<file path="config.mk">
export PLATFORM = sky130hd
export DESIGN_NAME = decode_operand_stage_flat
export DESIGN_NICKNAME = d
export VERILOG_FILES = /design/src/rtl/rv32i_pkg.sv /design/src/rtl/decode_operand_stage_if.sv /design/src/rtl/imm_gen.sv /design/src/rtl/decode_operand_stage.sv /design/src/flat_wrapper.sv
export SDC_FILE = /design/constraint.sdc
export NUM_CORES = 1
export LEC_CHECK = 0
export ABC_AREA = 1
export BUFFER_PORTS_ARGS = -buffer_cell sky130_fd_sc_hd__buf_2
export CELL_PAD_IN_SITES_DETAIL_PLACEMENT = 0
export CELL_PAD_IN_SITES_GLOBAL_PLACEMENT = 1
export CORE_AREA = 10 10 170 172
export CTS_BUF_LIST = sky130_fd_sc_hd__clkbuf_2 sky130_fd_sc_hd__clkbuf_4 sky130_fd_sc_hd__clkbuf_8
export CTS_CLUSTER_DIAMETER = 80
export DETAILED_ROUTE_END_ITERATION = 6
export DIE_AREA = 0 0 180 182
export PLACE_DENSITY = 0.87
export SYNTH_ARGS = -nofsm -noshare
export SYNTH_HDL_FRONTEND = slang
export SYNTH_SLANG_ARGS = --single-unit
</file>
<file path="constraint.sdc">
create_clock -name clk -period 5.69 [get_ports clk]
set_input_delay 1.4225 -clock clk [delete_from_list [all_inputs] [get_ports clk]]
set_output_delay 1.4225 -clock clk [all_outputs]
set_load 0.005 [all_outputs]
</file>
<file path="src/rtl/rv32i_pkg.sv">
// RV32I decode-stage shared types: opcodes, op classes, immediate formats
// and the decode-to-execute bundle.
package rv32i_pkg;

    localparam int XLEN     = 32;
    localparam int NUM_REGS = 32;

    localparam logic [6:0] OPC_LUI    = 7'h37;
    localparam logic [6:0] OPC_AUIPC  = 7'h17;
    localparam logic [6:0] OPC_JAL    = 7'h6F;
    localparam logic [6:0] OPC_JALR   = 7'h67;
    localparam logic [6:0] OPC_BRANCH = 7'h63;
    localparam logic [6:0] OPC_LOAD   = 7'h03;
    localparam logic [6:0] OPC_STORE  = 7'h23;
    localparam logic [6:0] OPC_OP_IMM = 7'h13;
    localparam logic [6:0] OPC_OP     = 7'h33;
    localparam logic [6:0] OPC_SYSTEM = 7'h73;

    typedef enum logic [3:0] {
        CLS_LUI     = 4'd0,
        CLS_AUIPC   = 4'd1,
        CLS_JAL     = 4'd2,
        CLS_JALR    = 4'd3,
        CLS_BRANCH  = 4'd4,
        CLS_LOAD    = 4'd5,
        CLS_STORE   = 4'd6,
        CLS_OP_IMM  = 4'd7,
        CLS_OP      = 4'd8,
        CLS_SYSTEM  = 4'd9,
        CLS_ILLEGAL = 4'd10
    } op_class_t;

    typedef enum logic [2:0] {
        IMM_I, IMM_S, IMM_B, IMM_U, IMM_J, IMM_NONE
    } imm_fmt_t;

    typedef struct packed {
        op_class_t       op_class;
        logic [2:0]      funct3;
        logic            funct7b5;
        logic [XLEN-1:0] rs1_data;
        logic [XLEN-1:0] rs2_data;
        logic [XLEN-1:0] imm;
        logic [4:0]      rd;
        logic            rd_wen;
        logic [XLEN-1:0] pc;
    } id_ex_t;

endpackage

</file>
<file path="src/rtl/decode_operand_stage_if.sv">
// Fetch, register-file, writeback and execute-side signals of the decode stage.
// slave = the decode stage, master = its surroundings.
interface decode_operand_stage_if
    import rv32i_pkg::*;
#(
    parameter int XLEN = 32
);
    logic            flush;
    logic            inst_valid;
    logic            inst_ready;
    logic [31:0]     inst;
    logic [XLEN-1:0] inst_pc;
    logic [4:0]      rf_rd_reg_num0;
    logic [4:0]      rf_rd_reg_num1;
    logic [XLEN-1:0] rf_read_data0;
    logic [XLEN-1:0] rf_read_data1;
    logic            wb_valid;
    logic [4:0]      wb_reg_num;
    logic [XLEN-1:0] wb_data;
    logic            out_valid;
    logic            out_ready;
    op_class_t       out_op_class;
    logic [2:0]      out_funct3;
    logic            out_funct7b5;
    logic [XLEN-1:0] out_rs1_data;
    logic [XLEN-1:0] out_rs2_data;
    logic [XLEN-1:0] out_imm;
    logic [4:0]      out_rd;
    logic            out_rd_wen;
    logic [XLEN-1:0] out_pc;

    modport slave (
        input  flush, inst_valid, inst, inst_pc,
        input  rf_read_data0, rf_read_data1,
        input  wb_valid, wb_reg_num, wb_data, out_ready,
        output inst_ready, rf_rd_reg_num0, rf_rd_reg_num1,
        output out_valid, out_op_class, out_funct3, out_funct7b5,
        output out_rs1_data, out_rs2_data, out_imm,
        output out_rd, out_rd_wen, out_pc
    );

    modport master (
        output flush, inst_valid, inst, inst_pc,
        output rf_read_data0, rf_read_data1,
        output wb_valid, wb_reg_num, wb_data, out_ready,
        input  inst_ready, rf_rd_reg_num0, rf_rd_reg_num1,
        input  out_valid, out_op_class, out_funct3, out_funct7b5,
        input  out_rs1_data, out_rs2_data, out_imm,
        input  out_rd, out_rd_wen, out_pc
    );
endinterface

</file>
<file path="src/rtl/imm_gen.sv">
// RV32I immediate generator: picks and sign-extends the immediate
// of the given instruction format.
module imm_gen
    import rv32i_pkg::*;
#(
    parameter int XLEN = 32
) (
    input  logic [31:0]     i_inst,
    input  imm_fmt_t        i_fmt,
    output logic [XLEN-1:0] o_imm
);
    logic [31:0] w_imm;

    always_comb begin
        w_imm = '0;
        unique case (i_fmt)
            IMM_I: w_imm = {{21{i_inst[31]}}, i_inst[30:20]};
            IMM_S: w_imm = {{21{i_inst[31]}}, i_inst[30:25], i_inst[11:7]};
            IMM_B: w_imm = {{20{i_inst[31]}}, i_inst[7], i_inst[30:25],
                            i_inst[11:8], 1'b0};
            IMM_U: w_imm = {i_inst[31:12], 12'h000};
            IMM_J: w_imm = {{12{i_inst[31]}}, i_inst[19:12], i_inst[20],
                            i_inst[30:21], 1'b0};
            default: w_imm = '0;
        endcase
    end

    assign o_imm = XLEN'($signed(w_imm));
endmodule

</file>
<file path="src/rtl/decode_operand_stage.sv">
// RV32I decode/operand-fetch stage with busy scoreboard and output register.
// Optional macro BYPASS_EN: forward wb_data to sources retiring this cycle.
module decode_operand_stage
    import rv32i_pkg::*;
#(
    parameter int XLEN     = rv32i_pkg::XLEN,
    parameter int NUM_REGS = rv32i_pkg::NUM_REGS
) (
    input logic                   clk,
    input logic                   rst_n,
    decode_operand_stage_if.slave bus
);
    logic [6:0]          w_opcode;
    logic [4:0]          w_rs1;
    logic [4:0]          w_rs2;
    logic [4:0]          w_rd;
    op_class_t           w_cls;
    imm_fmt_t            w_fmt;
    logic                w_use1;
    logic                w_use2;
    logic                w_use_rd;
    logic                w_rd_wen;
    logic [XLEN-1:0]     w_imm;
    logic                w_busy1;
    logic                w_busy2;
    logic                w_busyd;
    logic                w_hit1;
    logic                w_hit2;
    logic                w_hitd;
    logic                w_hazard;
    logic                w_ready;
    logic                w_issue;
    logic [NUM_REGS-1:0] w_busy_nxt;
    logic [NUM_REGS-1:0] r_busy;
    logic                r_valid;
    id_ex_t              r_out;
    id_ex_t              w_dec;

    assign w_opcode = bus.inst[6:0];
    assign w_rs1    = bus.inst[19:15];
    assign w_rs2    = bus.inst[24:20];
    assign w_rd     = bus.inst[11:7];

    always_comb begin
        w_cls    = CLS_ILLEGAL;
        w_fmt    = IMM_NONE;
        w_use1   = 1'b0;
        w_use2   = 1'b0;
        w_use_rd = 1'b0;
        unique case (w_opcode)
            OPC_LUI:    begin w_cls = CLS_LUI;    w_fmt = IMM_U; w_use_rd = 1'b1; end
            OPC_AUIPC:  begin w_cls = CLS_AUIPC;  w_fmt = IMM_U; w_use_rd = 1'b1; end
            OPC_JAL:    begin w_cls = CLS_JAL;    w_fmt = IMM_J; w_use_rd = 1'b1; end
            OPC_JALR:   begin w_cls = CLS_JALR;   w_fmt = IMM_I; w_use1 = 1'b1; w_use_rd = 1'b1; end
            OPC_BRANCH: begin w_cls = CLS_BRANCH; w_fmt = IMM_B; w_use1 = 1'b1; w_use2 = 1'b1; end
            OPC_LOAD:   begin w_cls = CLS_LOAD;   w_fmt = IMM_I; w_use1 = 1'b1; w_use_rd = 1'b1; end
            OPC_STORE:  begin w_cls = CLS_STORE;  w_fmt = IMM_S; w_use1 = 1'b1; w_use2 = 1'b1; end
            OPC_OP_IMM: begin w_cls = CLS_OP_IMM; w_fmt = IMM_I; w_use1 = 1'b1; w_use_rd = 1'b1; end
            OPC_OP:     begin w_cls = CLS_OP; w_use1 = 1'b1; w_use2 = 1'b1; w_use_rd = 1'b1; end
            OPC_SYSTEM: begin w_cls = CLS_SYSTEM; w_fmt = IMM_I; end
            default:    begin w_cls = CLS_ILLEGAL; end
        endcase
    end

    assign w_rd_wen = w_use_rd & (w_rd != 5'd0);

    imm_gen #(.XLEN(XLEN)) u_imm (
        .i_inst (bus.inst),
        .i_fmt  (w_fmt),
        .o_imm  (w_imm)
    );

    assign w_busy1 = r_busy[w_rs1] & (w_rs1 != 5'd0);
    assign w_busy2 = r_busy[w_rs2] & (w_rs2 != 5'd0);
    assign w_busyd = r_busy[w_rd]  & (w_rd  != 5'd0);

`ifdef BYPASS_EN
    assign w_hit1 = bus.wb_valid & (bus.wb_reg_num == w_rs1);
    assign w_hit2 = bus.wb_valid & (bus.wb_reg_num == w_rs2);
    assign w_hitd = bus.wb_valid & (bus.wb_reg_num == w_rd);
`else
    logic [XLEN-1:0] w_unused_wb_data;
    assign w_unused_wb_data = bus.wb_data;
    assign w_hit1 = 1'b0;
    assign w_hit2 = 1'b0;
    assign w_hitd = 1'b0;
`endif

    assign w_hazard = (w_use1 & w_busy1 & ~w_hit1)
                    | (w_use2 & w_busy2 & ~w_hit2)
                    | (w_rd_wen & w_busyd & ~w_hitd);
    assign w_ready  = rst_n & ~bus.flush & (~r_valid | bus.out_ready) & ~w_hazard;
    assign w_issue  = bus.inst_valid & w_ready;

    always_comb begin
        w_dec          = '0;
        w_dec.op_class = w_cls;
        w_dec.funct3   = bus.inst[14:12];
        w_dec.funct7b5 = bus.inst[30];
        w_dec.rs1_data = (w_hit1 & w_busy1) ? bus.wb_data : bus.rf_read_data0;
        w_dec.rs2_data = (w_hit2 & w_busy2) ? bus.wb_data : bus.rf_read_data1;
        w_dec.imm      = w_imm;
        w_dec.rd       = w_rd;
        w_dec.rd_wen   = w_rd_wen;
        w_dec.pc       = bus.inst_pc;
    end

    // Set after clears so a new writer of the retiring register keeps it busy.
    always_comb begin
        w_busy_nxt = r_busy;
        if (bus.wb_valid)
            w_busy_nxt[bus.wb_reg_num] = 1'b0;
        if (bus.flush & r_valid & r_out.rd_wen)
            w_busy_nxt[r_out.rd] = 1'b0;
        if (w_issue & w_rd_wen)
            w_busy_nxt[w_rd] = 1'b1;
        w_busy_nxt[0] = 1'b0;
    end

    always_ff @(posedge clk or negedge rst_n) begin
        if (!rst_n) begin
            r_busy  <= '0;
            r_valid <= 1'b0;
            r_out   <= '0;
        end else begin
            r_busy <= w_busy_nxt;
            if (w_issue) begin
                r_valid <= 1'b1;
                r_out   <= w_dec;
            end else if (bus.flush | bus.out_ready) begin
                r_valid <= 1'b0;
            end
        end
    end

    assign bus.inst_ready     = w_ready;
    assign bus.rf_rd_reg_num0 = w_rs1;
    assign bus.rf_rd_reg_num1 = w_rs2;
    assign bus.out_valid      = r_valid;
    assign bus.out_op_class   = r_out.op_class;
    assign bus.out_funct3     = r_out.funct3;
    assign bus.out_funct7b5   = r_out.funct7b5;
    assign bus.out_rs1_data   = r_out.rs1_data;
    assign bus.out_rs2_data   = r_out.rs2_data;
    assign bus.out_imm        = r_out.imm;
    assign bus.out_rd         = r_out.rd;
    assign bus.out_rd_wen     = r_out.rd_wen;
    assign bus.out_pc         = r_out.pc;
endmodule

</file>
<file path="src/flat_wrapper.sv">
// flat-port wrapper written by rule: the top's interface ports become plain ports
module decode_operand_stage_flat import rv32i_pkg::*;
#(
    parameter int XLEN     = rv32i_pkg::XLEN,
    parameter int NUM_REGS = rv32i_pkg::NUM_REGS
)
  (clk, rst_n, bus_flush, bus_inst_valid, bus_inst, bus_inst_pc, bus_rf_read_data0, bus_rf_read_data1, bus_wb_valid, bus_wb_reg_num, bus_wb_data, bus_out_ready, bus_inst_ready, bus_rf_rd_reg_num0, bus_rf_rd_reg_num1, bus_out_valid, bus_out_op_class, bus_out_funct3, bus_out_funct7b5, bus_out_rs1_data, bus_out_rs2_data, bus_out_imm, bus_out_rd, bus_out_rd_wen, bus_out_pc);
  decode_operand_stage_if #(.XLEN(XLEN)) bus_i ();
  input logic clk;
  input logic rst_n;
  input wire logic [$bits(bus_i.flush)-1:0] bus_flush;
  input wire logic [$bits(bus_i.inst_valid)-1:0] bus_inst_valid;
  input wire logic [$bits(bus_i.inst)-1:0] bus_inst;
  input wire logic [$bits(bus_i.inst_pc)-1:0] bus_inst_pc;
  input wire logic [$bits(bus_i.rf_read_data0)-1:0] bus_rf_read_data0;
  input wire logic [$bits(bus_i.rf_read_data1)-1:0] bus_rf_read_data1;
  input wire logic [$bits(bus_i.wb_valid)-1:0] bus_wb_valid;
  input wire logic [$bits(bus_i.wb_reg_num)-1:0] bus_wb_reg_num;
  input wire logic [$bits(bus_i.wb_data)-1:0] bus_wb_data;
  input wire logic [$bits(bus_i.out_ready)-1:0] bus_out_ready;
  output wire logic [$bits(bus_i.inst_ready)-1:0] bus_inst_ready;
  output wire logic [$bits(bus_i.rf_rd_reg_num0)-1:0] bus_rf_rd_reg_num0;
  output wire logic [$bits(bus_i.rf_rd_reg_num1)-1:0] bus_rf_rd_reg_num1;
  output wire logic [$bits(bus_i.out_valid)-1:0] bus_out_valid;
  output wire logic [$bits(bus_i.out_op_class)-1:0] bus_out_op_class;
  output wire logic [$bits(bus_i.out_funct3)-1:0] bus_out_funct3;
  output wire logic [$bits(bus_i.out_funct7b5)-1:0] bus_out_funct7b5;
  output wire logic [$bits(bus_i.out_rs1_data)-1:0] bus_out_rs1_data;
  output wire logic [$bits(bus_i.out_rs2_data)-1:0] bus_out_rs2_data;
  output wire logic [$bits(bus_i.out_imm)-1:0] bus_out_imm;
  output wire logic [$bits(bus_i.out_rd)-1:0] bus_out_rd;
  output wire logic [$bits(bus_i.out_rd_wen)-1:0] bus_out_rd_wen;
  output wire logic [$bits(bus_i.out_pc)-1:0] bus_out_pc;
  assign bus_i.flush = bus_flush;
  assign bus_i.inst_valid = bus_inst_valid;
  assign bus_i.inst = bus_inst;
  assign bus_i.inst_pc = bus_inst_pc;
  assign bus_i.rf_read_data0 = bus_rf_read_data0;
  assign bus_i.rf_read_data1 = bus_rf_read_data1;
  assign bus_i.wb_valid = bus_wb_valid;
  assign bus_i.wb_reg_num = bus_wb_reg_num;
  assign bus_i.wb_data = bus_wb_data;
  assign bus_i.out_ready = bus_out_ready;
  assign bus_inst_ready = bus_i.inst_ready;
  assign bus_rf_rd_reg_num0 = bus_i.rf_rd_reg_num0;
  assign bus_rf_rd_reg_num1 = bus_i.rf_rd_reg_num1;
  assign bus_out_valid = bus_i.out_valid;
  assign bus_out_op_class = bus_i.out_op_class;
  assign bus_out_funct3 = bus_i.out_funct3;
  assign bus_out_funct7b5 = bus_i.out_funct7b5;
  assign bus_out_rs1_data = bus_i.out_rs1_data;
  assign bus_out_rs2_data = bus_i.out_rs2_data;
  assign bus_out_imm = bus_i.out_imm;
  assign bus_out_rd = bus_i.out_rd;
  assign bus_out_rd_wen = bus_i.out_rd_wen;
  assign bus_out_pc = bus_i.out_pc;
  decode_operand_stage #(.XLEN(XLEN), .NUM_REGS(NUM_REGS)) u_core (.clk(clk), .rst_n(rst_n), .bus(bus_i));
endmodule
</file>
# After elaboration in Yosys (flattened, before gate mapping)

Cells that the tools add are included.

Register bits after elaboration: 174
Bits of input ports: 171

Bitwise gates (word level): 26
Reduce and logical (&&, ||, !) cells: 13
Magnitude comparators: 8
Mux-type cells: 23
Equality and inequality tests: 14

Operator list:

| operator             | number |
|---|---|
| $pmux W32 S5         | 1 |
| $mux W32             | 3 |
| $and A32 B32 Y32     | 2 |
| $not A32 Y32         | 2 |
| $pmux W4 S10         | 1 |
| $or A32 B32 Y32      | 1 |
| $lt A5 B6 Y1 const B | 5 |
| $eq A7 B7 Y1 const B | 4 |
| $eq A7 B6 Y1 const B | 3 |
| $bmux W1 S5          | 3 |
| $demux W1 S5         | 3 |
| $ge A5 B1 Y1 const B | 3 |
| $pmux W3 S5          | 1 |
| $reduce_bool A5 Y1   | 3 |
| $and A1 B1 Y1        | 14 |
| $eq A7 B5 Y1 const B | 2 |
| $mux W1              | 11 |
| $eq A7 B2 Y1 const B | 1 |
| $reduce_or A7 Y1     | 1 |
| $eq A3 B2 Y1 const B | 2 |
| $reduce_or A6 Y1     | 1 |
| $or A1 B1 Y1         | 4 |
| $reduce_or A4 Y1     | 1 |
| $eq A3 B1 Y1 const B | 1 |
| other kinds (7)      | 11 |

# Depth between registers and ports, before layout

Depth after elaboration: 11
Depth in mapped cells: 19
Gate-level depth less buffers: 15

# By module

Synthesis repeated with hierarchy kept, for this count alone.

Cell total of the unflattened synthesis: 1,257
Area total of the unflattened synthesis: 9,452.8 um^2

By module, submodules not included:

| module               | times used | cells an instance | area each (um^2) |
|---|---|---|---|
| decode_operand_stage | 1          | 1,155             | 8,858.5 |
| imm_gen              | 1          | 102               | 594.3 |

# Least setup slack after synthesis

Ideal clock, no wire load.

Path type: input -> output
From: input bus_inst[7]
To: output bus_inst_ready
Setup slack: 1,786 ps
Stages: 13
Data required time: 4,268 ps
Data arrival time: 2,482 ps
Path through: buf_4 -> inv_4 -> buf_6 -> nor2_1 -> nand2_1 -> nand3_1 -> nand2_1 -> nand2_1 -> nor2_1 -> nand2_1 -> a21oi_1 -> nand3_2 -> inv_2

Word-level cells in the longest chain between the ends: 7
Elaborated cells between the ends (all ways): 9
Classes of those cells: mux (2); bitwise (6); reduce/logical (1)

Ends and longest elaborated chain:

| element                       | line                       | RTL |
|---|---|---|
| start: declaration            | flat_wrapper.sv:13         | `input wire logic [$bits(bus_i.inst)-1:0] bus_inst;` |
| $bmux W1 S5                   | decode_operand_stage.sv:75 | `assign w_busyd = r_busy[w_rd] & (w_rd != 5'd0);` |
| $mux W1 (implied by the code) | decode_operand_stage.sv:75 |  |
| $and A1 B1 Y1                 | decode_operand_stage.sv:75 |  |
| $and A1 B1 Y1 (*)             | decode_operand_stage.sv:91 | `\| (w_rd_wen & w_busyd & ~w_hitd);` |
| $or A1 B1 Y1 (*)              | decode_operand_stage.sv:91 |  |
| $not A1 Y1 (*)                | decode_operand_stage.sv:92 | `assign w_ready = rst_n & ~bus.flush & (~r_valid \| bus.out_ready) & ~w_hazard;` |
| $and A1 B1 Y1 (*)             | decode_operand_stage.sv:92 |  |
| end: declaration              | flat_wrapper.sv:21         | `output wire logic [$bits(bus_i.inst_ready)-1:0] bus_inst_ready;` |

Every way passes the cells marked *; elsewhere a longest branch is shown, timed or not. The select of a mux whose other input is x is not followed.

# Worst setup path after layout

From: input bus_inst[20]
To: output bus_inst_ready

Word-level cells in the longest chain between the ends: 8
Elaborated cells between the ends (all ways): 9
Classes of those cells: mux (2); bitwise (6); reduce/logical (1)

Ends and longest elaborated chain:

| element                       | line                       | RTL |
|---|---|---|
| $bmux W1 S5                   | decode_operand_stage.sv:74 | `assign w_busy2 = r_busy[w_rs2] & (w_rs2 != 5'd0);` |
| $mux W1 (implied by the code) | decode_operand_stage.sv:74 |  |
| $and A1 B1 Y1 (*)             | decode_operand_stage.sv:74 |  |
| $and A1 B1 Y1 (*)             | decode_operand_stage.sv:90 | `\| (w_use2 & w_busy2 & ~w_hit2)` |
| $or A1 B1 Y1 (*)              | decode_operand_stage.sv:90 |  |
| $or A1 B1 Y1 (*)              | decode_operand_stage.sv:91 |  |
| $not A1 Y1 (*)                | decode_operand_stage.sv:92 |  |
| $and A1 B1 Y1 (*)             | decode_operand_stage.sv:92 |  |

Marked as above.

==> metrics.txt <==
top-area cell type share of the netlist area roughly 50%; top-count cell post-synth nand2_1; final hold vios 0; Pleak 6.21 nW; final worst slack 0.975 ns; yosys warns 0; gpl congestion ~0.94; Worst Hold Depth 2; Worst Path Class, Setup in2out; RSZ-0062 raised after global routing no; # H-tree levels 4; worst slack at placement about 1.0 ns; syn avg cell area between 7 and 8 um2; Netlist cell types 29; outcome finished clean; sequential-to-total area share from yosys stat 49.8%; gr usage total a little under a fifth; Fin Setup TNS 0 ns; maximum buffer depth of the clock tree 2; relative slew slack around two fifths; DRT Wirelength between 30 and 40 mm; area leader, netlist dfrtp_1; area grow syn2layout 23.3%; dominant synthesized flop cell dfrtp_1; Worst Path Buf+Inv 4; die footprint 0.0328 mm2; routed length per placed instance ~17 um; worst min path class reg2reg; clk_lat worst skew 0.47 ns; antenna-violating nets left 0; Setup crit start kind primary input; FF+latch count, synth ~170; Worst IR Drop VDD 0.000136 V; largest net degree at the start of global routing between 90 and 100; grt ovf 0; CP Max Fanout 26; Initial DRC Count between 900 and 1000; initial antenna violation count 1; width of the die around 180 um; Post-DP HPWL around 23 mm; clk_skew between 0.02 and 0.025 ns; # nets final roughly 1600; Root Buffer clkbuf_8; asr flop ratio synth 100%; drc violations 0; Area contributors post-synth dfrtp_1 (50%), nand2_1 (26%), nand3_1 (5.5%); vias between 8000 and 9000; leading cell types by count after synthesis nand2_1 (604), dfrtp_1 (174), nand3_1 (97); Core Region 0.0256 mm2; CP max stage cell clkinv_1; Synthesized Nets 1353; ant diodes 0; fin. max-slew vios 0; TritonCTS clock tree yes; DRT Pass-1 Iters 6; CP Depth 10; Worst EP required between 4 and 5 ns; Arr. time, crit path around 3.3 ns; Reg clk slew, reported paths 0.10 ns; Post-CTS Resized 0; Power Dens Cells ~280 mW/mm2; max-cap violations 0; Num CTS Buffers 17; min Tclk post-route approximately 4.7 ns; layout cells sized above 1 23.7%; clock tree sinks 174; Die H around 180 um; worst r2r path cells 15; Crit. End Element output port; CP peak stage delay between 0.4 and 0.5 ns; # hold bufs at CTS 0; FMAX 212 MHz; CP dominant cell by count nand3_1; crit path cell chain buf_2 > clkinv_1 > o211ai_1 > nand3_1 > nand3_1 > nand3_1 > nand3_1 > nand3_2 > inv_2 > buf_2; first-pass GRT wire length between 40 and 50 mm; Final period util between 80 and 90%; post-CTS setup buffers 0; initial core utilization between 30% and 40%; final setup vio count 0; synthesized cell area ~0.0088 mm2; kind of cell adding the most delay to the critical path buffers and inverters; row count 59; Worst-Margin Slew slightly below 0.9 ns; vias in the first global route about 8300; Ports 325; Buffers on Ports just under 300; EDFF count, synth 0; Mapped Cells around 1200; vias per std cell slightly below 5
## final timing paths
check	startpoint	end	slack (ns)
setup / recovery	bus_inst[20]	bus_inst_ready	0.98
max in group asynchronous	rst_n	u_core.bus.out_rs2_data[21]	3.52
hold reg to reg	u_core.bus.out_rs1_data[8]	u_core.bus.out_rs1_data[8]	0.47
setup reg to reg	u_core.r_busy[9]	u_core.bus.out_rs2_data[4]	3.05
min in group asynchronous	rst_n	u_core.bus.out_rs2_data[31]	0.87
hold / removal	u_core.bus.out_rs1_data[8]	u_core.bus.out_rs1_data[8]	0.47
## cell type report
cell class	instances	area (um2)
fillers	2709	14800
well taps	335	419
clock buffers	17	234
multi-input cells	866	3700
flip-flops and latches	174	4350
repair buffers	299	1560
clock inverters	15	206
inverters	83	314
## power by group
part	leakage (nW)	internal [mW]	switching, mW
Clock	0.216	0.352	0.582
Sequential	2.27	1.39	0.0807
Combinational	3.73	0.228	0.349
Total	6.21	1.97	1.01
## registers in the layout, summed over array words and instances (netlist names)
signal                   flops
u_core.bus.out_funct3        3
u_core.bus.out_funct7b5      1
u_core.bus.out_imm          32
u_core.bus.out_op_class      4
u_core.bus.out_pc           32
u_core.bus.out_rd            5
u_core.bus.out_rd_wen        1
u_core.bus.out_rs1_data     32
u_core.bus.out_rs2_data     32
u_core.bus.out_valid         1
u_core.r_busy               31
## layer usage
metal / part of all wire [%] / vias up / routed length, um / GRT usage [%]
met4: 1.8 / 2 / 540 / 5.79
met2: 47 / 378 / 14400 / 29.0
met1: 44 / 3981 / 13500 / 23.8
li1: - / 4257 / - / -
met5: 0.042 / - / 13 / 0
met3: 7.9 / 42 / 2430 / 4.55
## metrics by stage
step                      instance area [um2]  hold WS, ns  utilization (%)  power [mW]  cells
after detailed placement                10300        0.453             40.4        2.09   1757
final                                   10800        0.472             42.1        2.98   1789
after global placement                  10300        0.448             40.4        2.07   1757
after floorplan                          8750        0.465                -        1.75   1182
after CTS                               10800        0.478             42.1        3.04   1789
after global routing                    10800        0.495             42.1        3.16   1789
## layout by cell type (no fill, tap or decap), types with 2 or more instances in the layout
| cell | n |
|---|---|
| clkbuf_8 | 17 |
| a21oi_1 | 4 |
| inv_2 | 4 |
| o21ai_1 | 2 |
| nor3_1 | 19 |
| clkinv_8 | 6 |
| o22ai_1 | 5 |
| o221ai_1 | 32 |
| buf_2 | 291 |
| nand3b_1 | 2 |
| nand4_1 | 5 |
| nor2_1 | 55 |
| buf_12 | 3 |
| buf_4 | 4 |
| inv_12 | 3 |
| nand2_1 | 603 |
| o21ai_0 | 26 |
| nand2_2 | 2 |
| nor2_2 | 3 |
| dfrtp_1 | 174 |
| nand3_1 | 97 |
| o211ai_1 | 5 |
| inv_1 | 77 |
| clkinv_4 | 2 |
| inv_8 | 3 |
## cell families after synthesis
| group | Yosys count | share of synthesized area (%) |
|---|---|---|
| buf+inv | 142 | 8.04 |
| flops | 174 | 49.8 |
| simple gates | 789 | 36.0 |
| compound gates | 77 | 6.18 |
## tightest hold or removal path, cell delays in order, from the launching register on
cell     delay (ns)
dfrtp_1        0.35
nand2_1        0.05
nand2_1        0.04
Note: power is estimated with default switching activity, not from simulation.
